===== src/rtl/pc_unit_if.sv =====
// Decode-side bundle for the fetch program-counter unit: redirect requests in,
// fetch address and exception bookkeeping out.
interface pc_unit_if #(
    parameter int unsigned ADDR_W = 32
);
    logic              stall;
    logic              branch;
    logic              jmp;
    logic              jr;
    logic [15:0]       imm16;
    logic [25:0]       imm26;
    logic [ADDR_W-1:0] rs_val;
    logic              exc;
    logic [ADDR_W-1:0] pc;
    logic [ADDR_W-1:0] npc;
    logic [ADDR_W-1:0] link_addr;
    logic [ADDR_W-1:0] epc;
    logic              in_delay_slot;
    logic              addr_err;

    modport master (
        output stall, branch, jmp, jr, imm16, imm26, rs_val, exc,
        input  pc, npc, link_addr, epc, in_delay_slot, addr_err
    );

    modport slave (
        input  stall, branch, jmp, jr, imm16, imm26, rs_val, exc,
        output pc, npc, link_addr, epc, in_delay_slot, addr_err
    );
endinterface


===== src/rtl/pc_unit.sv =====
// Program counter for the mipslite fetch stage: next-PC selection, stall,
// optional branch-delay-slot sequencing, exception vectoring and EPC capture.
module pc_unit #(
    parameter int unsigned ADDR_W       = 32,
    parameter logic [31:0] RESET_VECTOR = 32'h0000_0000,
    parameter logic [31:0] EXC_VECTOR   = 32'h0000_0180,
    parameter int unsigned DELAY_SLOT   = 0
) (
    input  logic        clk,
    input  logic        rst,
    pc_unit_if.slave    bus
);

    typedef enum logic [0:0] {StIdle, StPend} state_e;

    localparam logic [ADDR_W-1:0] ResetPc = ADDR_W'(RESET_VECTOR);
    localparam logic [ADDR_W-1:0] ExcPc   = ADDR_W'(EXC_VECTOR);

    state_e            state_q, state_d;
    logic [ADDR_W-1:0] pc_q, pc_d;
    logic [ADDR_W-1:0] epc_q, epc_d;
    logic [ADDR_W-1:0] pend_tgt_q, pend_tgt_d;
    logic              addr_err_q, addr_err_d;

    logic [ADDR_W-1:0] pc_4, pc_b, pc_j, redir_tgt, npc_c;
    logic              idle, redir_req, misalign_req, exc_now;

    assign pc_4 = pc_q + ADDR_W'(4);
    assign pc_b = pc_4 + {{(ADDR_W-18){bus.imm16[15]}}, bus.imm16, 2'b00};
    assign pc_j = {pc_q[ADDR_W-1:28], bus.imm26, 2'b00};

    // Redirects are only accepted outside a delay slot; a branch in the slot is dropped.
    assign idle         = (state_q == StIdle);
    assign redir_req    = idle && (bus.jr || bus.jmp || bus.branch);
    assign misalign_req = idle && bus.jr && (bus.rs_val[1:0] != 2'b00);
    assign exc_now      = bus.exc || misalign_req;

    always_comb begin
        redir_tgt = pc_b;
        if (bus.jr) begin
            redir_tgt = bus.rs_val;
        end else if (bus.jmp) begin
            redir_tgt = pc_j;
        end
    end

    always_comb begin
        npc_c = pc_4;
        if (exc_now) begin
            npc_c = ExcPc;
        end else if (!idle) begin
            npc_c = pend_tgt_q;
        end else if (redir_req) begin
            npc_c = (DELAY_SLOT != 0) ? pc_4 : redir_tgt;
        end
    end

    always_comb begin
        state_d    = state_q;
        pc_d       = pc_q;
        epc_d      = epc_q;
        pend_tgt_d = pend_tgt_q;
        addr_err_d = 1'b0;
        // exc is honoured through a stall; a misaligned jr is a redirect and waits.
        if (bus.exc || (!bus.stall && misalign_req)) begin
            pc_d       = ExcPc;
            epc_d      = pc_q;
            state_d    = StIdle;
            addr_err_d = !bus.exc;
        end else if (!bus.stall) begin
            pc_d = npc_c;
            if (!idle) begin
                state_d = StIdle;
            end else if (redir_req && (DELAY_SLOT != 0)) begin
                pend_tgt_d = redir_tgt;
                state_d    = StPend;
            end
        end
    end

    always_ff @(posedge clk) begin
        if (rst) begin
            state_q    <= StIdle;
            pc_q       <= ResetPc;
            epc_q      <= '0;
            pend_tgt_q <= '0;
            addr_err_q <= 1'b0;
        end else begin
            state_q    <= state_d;
            pc_q       <= pc_d;
            epc_q      <= epc_d;
            pend_tgt_q <= pend_tgt_d;
            addr_err_q <= addr_err_d;
        end
    end

    assign bus.pc            = pc_q;
    assign bus.npc           = npc_c;
    assign bus.link_addr     = (DELAY_SLOT != 0) ? pc_q + ADDR_W'(8) : pc_4;
    assign bus.epc           = epc_q;
    assign bus.in_delay_slot = (state_q == StPend);
    assign bus.addr_err      = addr_err_q;

endmodule


===== src/flat_wrapper.sv =====
// flat-port wrapper written by rule: the top's interface ports become plain ports
module pc_unit_flat 
#(
    parameter int unsigned ADDR_W       = 32,
    parameter logic [31:0] RESET_VECTOR = 32'h0000_0000,
    parameter logic [31:0] EXC_VECTOR   = 32'h0000_0180,
    parameter int unsigned DELAY_SLOT   = 0
)
  (clk, rst, bus_stall, bus_branch, bus_jmp, bus_jr, bus_imm16, bus_imm26, bus_rs_val, bus_exc, bus_pc, bus_npc, bus_link_addr, bus_epc, bus_in_delay_slot, bus_addr_err);
  pc_unit_if #(.ADDR_W(ADDR_W)) bus_i ();
  input  logic clk;
  input  logic rst;
  input wire logic [$bits(bus_i.stall)-1:0] bus_stall;
  input wire logic [$bits(bus_i.branch)-1:0] bus_branch;
  input wire logic [$bits(bus_i.jmp)-1:0] bus_jmp;
  input wire logic [$bits(bus_i.jr)-1:0] bus_jr;
  input wire logic [$bits(bus_i.imm16)-1:0] bus_imm16;
  input wire logic [$bits(bus_i.imm26)-1:0] bus_imm26;
  input wire logic [$bits(bus_i.rs_val)-1:0] bus_rs_val;
  input wire logic [$bits(bus_i.exc)-1:0] bus_exc;
  output wire logic [$bits(bus_i.pc)-1:0] bus_pc;
  output wire logic [$bits(bus_i.npc)-1:0] bus_npc;
  output wire logic [$bits(bus_i.link_addr)-1:0] bus_link_addr;
  output wire logic [$bits(bus_i.epc)-1:0] bus_epc;
  output wire logic [$bits(bus_i.in_delay_slot)-1:0] bus_in_delay_slot;
  output wire logic [$bits(bus_i.addr_err)-1:0] bus_addr_err;
  assign bus_i.stall = bus_stall;
  assign bus_i.branch = bus_branch;
  assign bus_i.jmp = bus_jmp;
  assign bus_i.jr = bus_jr;
  assign bus_i.imm16 = bus_imm16;
  assign bus_i.imm26 = bus_imm26;
  assign bus_i.rs_val = bus_rs_val;
  assign bus_i.exc = bus_exc;
  assign bus_pc = bus_i.pc;
  assign bus_npc = bus_i.npc;
  assign bus_link_addr = bus_i.link_addr;
  assign bus_epc = bus_i.epc;
  assign bus_in_delay_slot = bus_i.in_delay_slot;
  assign bus_addr_err = bus_i.addr_err;
  pc_unit #(.ADDR_W(ADDR_W), .RESET_VECTOR(RESET_VECTOR), .EXC_VECTOR(EXC_VECTOR), .DELAY_SLOT(DELAY_SLOT)) u_core (.clk(clk), .rst(rst), .bus(bus_i));
endmodule

===== config.mk =====
export PLATFORM = sky130hd
export DESIGN_NAME = pc_unit_flat
export DESIGN_NICKNAME = d
export VERILOG_FILES = /design/src/rtl/pc_unit_if.sv /design/src/rtl/pc_unit.sv /design/src/flat_wrapper.sv
export SDC_FILE = /design/constraint.sdc
export NUM_CORES = 1
export LEC_CHECK = 0
export ABC_AREA = 1
export ABC_CLOCK_PERIOD_IN_PS = 5200
export BUFFER_PORTS_ARGS = -buffer_cell sky130_fd_sc_hd__buf_2
export CORE_MARGIN = 2
export CORE_UTILIZATION = 55
export CTS_CLUSTER_SIZE = 10
export DETAILED_ROUTE_END_ITERATION = 10
export PLACE_DENSITY = 0.84
export SLEW_MARGIN = 15
export SYNTH_ARGS = -nofsm -noshare
export SYNTH_HDL_FRONTEND = slang
export SYNTH_SLANG_ARGS = --single-unit

===== constraint.sdc =====
create_clock -name clk -period 5.2 [get_ports clk]
set_input_delay 0.78 -clock clk [delete_from_list [all_inputs] [get_ports clk]]
set_output_delay 0.78 -clock clk [all_outputs]
set_load 0.005 [all_outputs]

==> impl_metrics.ini, run 1 <==
[sta]
slew_headroom = 0.4258
min_period_ns = 4.720
finClkSkew_ns = 0.009044
worstMarginPinSlew_ns = 0.8601
min_period_over_period = 0.9077
setup_violations = 0
drv_slew = 0
rsz0062_at_grt = no
finalHoldViolCount = 0
fmax_ghz = 0.2119
final.setup.tns_ns = 0
hold_slack_ns = 0.4617

[grt]
met3_usage = 0.06670
met2_usage = 0.6029
busiest_layer = met2
grt_antenna_before_repair = 0
grt_max_degree = 56
grt_pass1_vias = 7037
overflow = 0
grtUsageMet1 = 0.4976
grt_util_all_layers = 0.3707
grt_pass1_wl_mm = 36.43

[cts]
path_clk_slew_ns = 0.06
clk_path_buf_depth = 2
clk_latency_ns = 0.33
htreeDepth = 3
cts_setup_buffers = 0
cts_hold_buf = 0
cts_tree = built
cts_resized = 0
cts-root-buf = clkbuf_16
cts-buffers-inserted = 9
cts.sinks = 65

[setup_path]
cp-start-kind = register
cpMostUsedCell = nand2_1
worst-path-max-fanout = 5
worstPathArrival_ns = 3.94
criticalPathCategory = register to output port
critPathMaxStageDelay_ns = 0.42
worstSetupEndpointType = output port
crit_slowest_cell = dfxtp_1
worstPathRequired_ns = 4.42

[routing]
wl_per_cell_um = 16.23
wl_mm = 23.46
vias = 7914
vias_per_cell = 5.473
drc_errors = 0
detailedRoute.firstPassIterationCount = 5
antenna_left = 0
first_iter_violations = 738

[floorplan]
die_w_um = 110.8
num_io_pins = 211
rows = 39
die_h_um = 110.8
start_util = 0.5568
dieArea_mm2 = 0.01228
core_mm2 = 0.01127

[placed_design]
gp_congestion = 0.9793
portBuffers = 209
hpwl_mm = 18.63

[synthesis]
ys_ff_latch = 65
ys_seq_area_frac = 0.2073
synth_cell_type_count = 37
yosys_warnings = 0
synth_nets = 1225
syn_inst = 1107
syn-mean-instance-area_um2 = 5.669
syn_area_mm2 = 0.006276

[finish]
fin_nets = 1416
drive_gt1_frac = 0.2034
insertedDiodeCount = 0
area_delta_synth_final_pct = 22.83

[power_and_ir_drop]
ir_worst_vdd_mv = 0.2156
power_density_mw_per_mm2 = 205.7
leakage_nw = 4.500

[run_status]
outcome = finished, final reports clean

[hold_path]
worst_hold_path_type = register to register

[job]
cap_violations = 0
-- layer usage --
metal	wire [um]	vias to the layer above
li1	-	3892
met1	9595	3459
met2	10640	507
met3	2476	56
met4	754	0
met5	0	-
-- state kept, by name, indices dropped and copies added, names as in the netlist --
register,flops
u_core.bus.epc,32
u_core.bus.pc,32
u_core.bus.addr_err,1
-- stage by stage --
stage / cells / power [mW] / setup WS, ns / utilization / cell area (um2)
floorplan: 1107 / 0.8119 / 1.719 / - / 6276
global placement: 1430 / 0.9785 / 0.9893 / 0.6575 / 7411
detailed placement: 1430 / 0.9808 / 0.9632 / 0.6575 / 7411
CTS: 1446 / 1.574 / 0.5927 / 0.6839 / 7709
global route: 1446 / 1.656 / 0.2190 / 0.6839 / 7709
finish: 1446 / 1.586 / 0.4798 / 0.6839 / 7709
-- cells in the mapped netlist --
cell	count	area (um2)
a21oi_2	1	8.760
nor2_8	2	40.04
o211ai_1	8	60.06
o21bai_1	10	75.07
clkinv_1	2	7.510
inv_1	174	653.1
nand4_1	10	62.56
or2_2	2	12.51
nand3_2	1	10.01
a211oi_1	2	15.01
nand2_4	1	11.26
nand2_1	357	1340
xnor2_1	8	70.07
and2_1	2	12.51
inv_2	8	30.03
fa_1	1	20.02
a31oi_1	1	6.260
nor2_2	4	25.02
dfxtp_1	65	1301
nor4_1	3	18.77
o21ai_1	4	20.02
buf_2	7	35.03
clkbuf_1	26	97.59
xor2_1	17	148.9
o21ai_0	73	365.4
nand2_2	10	62.56
nor2_1	86	322.8
nor3_1	13	65.06
ha_1	36	450.4
a21oi_1	97	485.5
buf_4	3	22.52
nand3_1	61	305.3
o31ai_1	1	7.510
nor2_4	3	33.78
nand3_4	1	17.52
a22o_1	6	52.55
conb_1	1	3.750
-- final timing paths --
| path | startpoint | to | slack (ns) | cells after the start |
|---|---|---|---|---|
| setup / recovery | u_core.bus.pc[3]$_SDFFE_PP0N_ | bus_npc[24] | 0.48 | 25 |
| hold / removal | u_core.bus.epc[5]$_SDFFE_PP0P_ | u_core.bus.epc[5]$_SDFFE_PP0P_ | 0.46 | 2 |
| setup reg to reg | u_core.bus.pc[3]$_SDFFE_PP0N_ | u_core.bus.pc[24]$_SDFFE_PP0N_ | 1.55 | 24 |
| hold reg to reg | u_core.bus.epc[5]$_SDFFE_PP0P_ | u_core.bus.epc[5]$_SDFFE_PP0P_ | 0.46 | 2 |
-- cell usage in the layout (no fill, tap or decap), drive strengths merged, types with 3 or more instances in the layout --
master / instances
inv: 182
nand3: 63
xor2: 17
o21bai: 10
nand2: 368
clkinvlp: 4
nand4: 10
xnor2: 8
nor4: 3
nor2: 95
a21oi: 98
a22o: 6
ha: 36
clkinv: 3
o211ai: 8
o21ai: 77
clkbuf: 10
buf: 216
dfxtp: 65
nor3: 13
-- worst max-delay path: cells and delay by family, from the launching register on --
kind / cells / cell delay [ns]
AND/OR/NAND/NOR: 18 / 2.14
adder cells (fa/ha/maj): 2 / 0.60
buffers and inverters: 5 / 0.43
flip-flops: 1 / 0.42
-- layout make-up --
| class | instances | area, um2 |
|---|---|---|
| repair buffers | 216 | 1099 |
| clock buffers | 10 | 229.0 |
| clock inverters | 6 | 68.82 |
| fillers | 1110 | 3563 |
| well taps | 143 | 178.9 |
| multi-input cells | 822 | 4141 |
| flip-flops and latches | 65 | 1301 |
| inverters | 184 | 690.7 |
-- cell families (layout without fill, tap and decap cells) --
kind of cell             Yosys count  in the layout  share of synthesized area
flip-flops                        65             65                     0.2073
buffers and inverters            220            416                     0.1348
AO/OA/AOI/OAI                    203            203                     0.1746
other                              1              1                  0.0005975
AND/OR/NAND/NOR                  556            556                     0.3728
adder cells (fa/ha/maj)           37             37                    0.07496
XOR/XNOR                          25             25                    0.03489
-- power breakdown --
| part | internal (mW) | leakage, nW | switching, mW |
|---|---|---|---|
| sequential | 0.515 | 0.528 | 0.0213 |
| combinational | 0.159 | 3.84 | 0.287 |
| clock | 0.372 | 0.131 | 0.231 |
| total | 1.05 | 4.50 | 0.540 |
No activity file was read; power rests on OpenSTA's default activity.
==> run 2: changes to the inputs <==
ABC_CLOCK_PERIOD_IN_PS = 3800   (was 5200)
CORE_UTILIZATION = 47   (was 55)
PLACE_DENSITY = 0.76   (was 0.84)
clock period = 3.8 ns   (was 5.2 ns; I/O delays follow)
==> impl_metrics.ini, run 2 (synthesis results as in run 1) <==
[floorplan]
core_mm2 = 0.01314
die_h_um = 119.6
start_util = 0.4777
dieArea_mm2 = 0.01429
rows = 42
num_io_pins = 211
die_w_um = 119.6

[sta]
layout_setup_ws_ns = -0.1683
slew_headroom = 0.4503
finClkSkew_ns = 0.007084
min_period_ns = 3.968
drv_slew = 0
setup_violations = 16
min_period_over_period = 1.044
rsz0062_at_grt = yes
finalHoldViolCount = 0
hold_slack_ns = 0.4539
fmax_ghz = 0.2520
final.setup.tns_ns = -1.125
worstMarginPinSlew_ns = 0.8245

[hold_path]
worst_hold_path_type = register to register

[power_and_ir_drop]
ir_worst_vdd_mv = 0.2499
power_density_mw_per_mm2 = 251.4
finalPower_mw = 2.511
leakage_nw = 5.393

[job]
cap_violations = 0

[grt]
grt_antenna_before_repair = 0
grt_max_degree = 55
grt_pass1_vias = 8073
grt_pass1_wl_mm = 40.82
grt_util_all_layers = 0.3622
overflow = 0

[routing]
vias = 8810
antenna_left = 0
first_iter_violations = 801
wl_per_cell_um = 17.29
vias_per_cell = 5.448
drc_errors = 0
detailedRoute.firstPassIterationCount = 6
wl_mm = 27.97

[cts]
cts-root-buf = clkbuf_16
clk_latency_ns = 0.34
clk_path_buf_depth = 2
path_clk_slew_ns = 0.05
cts.sinks = 65
htreeDepth = 3
cts-buffers-inserted = 9
cts_hold_buf = 0
cts_tree = built

[placed_design]
hpwl_mm = 20.40
gp_congestion = 0.9546
dp_cells = 1551
portBuffers = 209
placed_area_mm2 = 0.008125

[setup_path]
cp-start-kind = register
crit_family = simple AND/OR/NAND/NOR gates
worst-path-max-fanout = 3
criticalPathCategory = register to output port
critPathMaxStageDelay_ns = 0.36
worstPathArrival_ns = 3.40
crit_slowest_cell = dfxtp_4
worstPathRequired_ns = 3.23
worstSetupEndpointType = output port
crit_buf_inv = 5

[run_status]
outcome = complete, but fails checks
violations = negative setup slack

[finish]
drive_gt1_frac = 0.4421
final_cell_mix = nand2_1, buf_2, inv_1
fin_nets = 1554
area_delta_synth_final_pct = 59.15
final_area_mm2 = 0.009988
insertedDiodeCount = 0
final_common_cell = nand2_1
instances_no_fill = 1617
run 2: cell types whose count changed in the layout (fill, tap and decap cells not counted), moves of 18 or more:
cell	delta
ha_4	+21
dfxtp_1	-20
nand2_2	+64
buf_4	+131
nand2_4	+18
nand2_1	-83
nand3_1	-21
ha_1	-21
nor2_1	-23
inv_1	-21
run 2: power by group:
group | internal [mW] | switching [mW]
registers | 0.705 | 0.0269
clock network | 0.574 | 0.322
logic | 0.365 | 0.519
total | 1.64 | 0.868
run 2: worst reg2reg max path: cells and delay by family (launching register included):
| kind | cells | cell delay, ns |
|---|---|---|
| compound gates | 4 | 0.68 |
| flops | 1 | 0.36 |
| fa+ha+maj | 2 | 0.36 |
| simple gates | 14 | 1.23 |
| buf+inv | 10 | 1.15 |
run 2: final timing paths:
path                             startpoint                             end  slack [ns]  cells after the start
max           u_core.bus.pc[2]$_SDFFE_PP0N_                     bus_npc[27]       -0.17                     27
min          u_core.bus.epc[5]$_SDFFE_PP0P_  u_core.bus.epc[5]$_SDFFE_PP0P_        0.45                      2
max reg2reg   u_core.bus.pc[2]$_SDFFE_PP0N_  u_core.bus.pc[25]$_SDFFE_PP0N_       -0.06                     30
min reg2reg  u_core.bus.epc[5]$_SDFFE_PP0P_  u_core.bus.epc[5]$_SDFFE_PP0P_        0.45                      2
run 2: layout make-up:
class	instances	area, um2
Fill cell	1044	3149
Sequential cell	65	1341
Timing Repair Buffer	354	2170
Multi-Input combinational cell	822	5231
Clock buffer	9	225.2
Tap cell	176	220.2
Inverter	184	705.7
Clock inverter	7	95.09
run 2: stage by stage:
stage / util / setup WS [ns]
2_1_floorplan: - / 0.5293
4_1_cts: 0.7125 / -0.07715
3_5_place_dp: 0.6185 / -0.04087
6_report: 0.7603 / -0.1683
3_3_place_gp: 0.6185 / -0.04424
5_1_grt: 0.7603 / -0.3427
run 2: what timing repair did:
item / in CTS / in global routing
gates resized for setup: 173 / 135
endpoints found under the hold margin: 0 / 0
pin swaps: 59 / 62
cloned: 0 / 0
setup buffers: 32 / 18
setup endpoints to repair: 19 / 24
run 2: routing by layer:
metal  routed length, um  up-vias  GRT usage
met2               12810      576     0.6075
li1                    -     4145          -
met3                2555      143    0.05418
met1               10730     3946     0.4490
met5                   0        -          0
met4                1867        0     0.1890
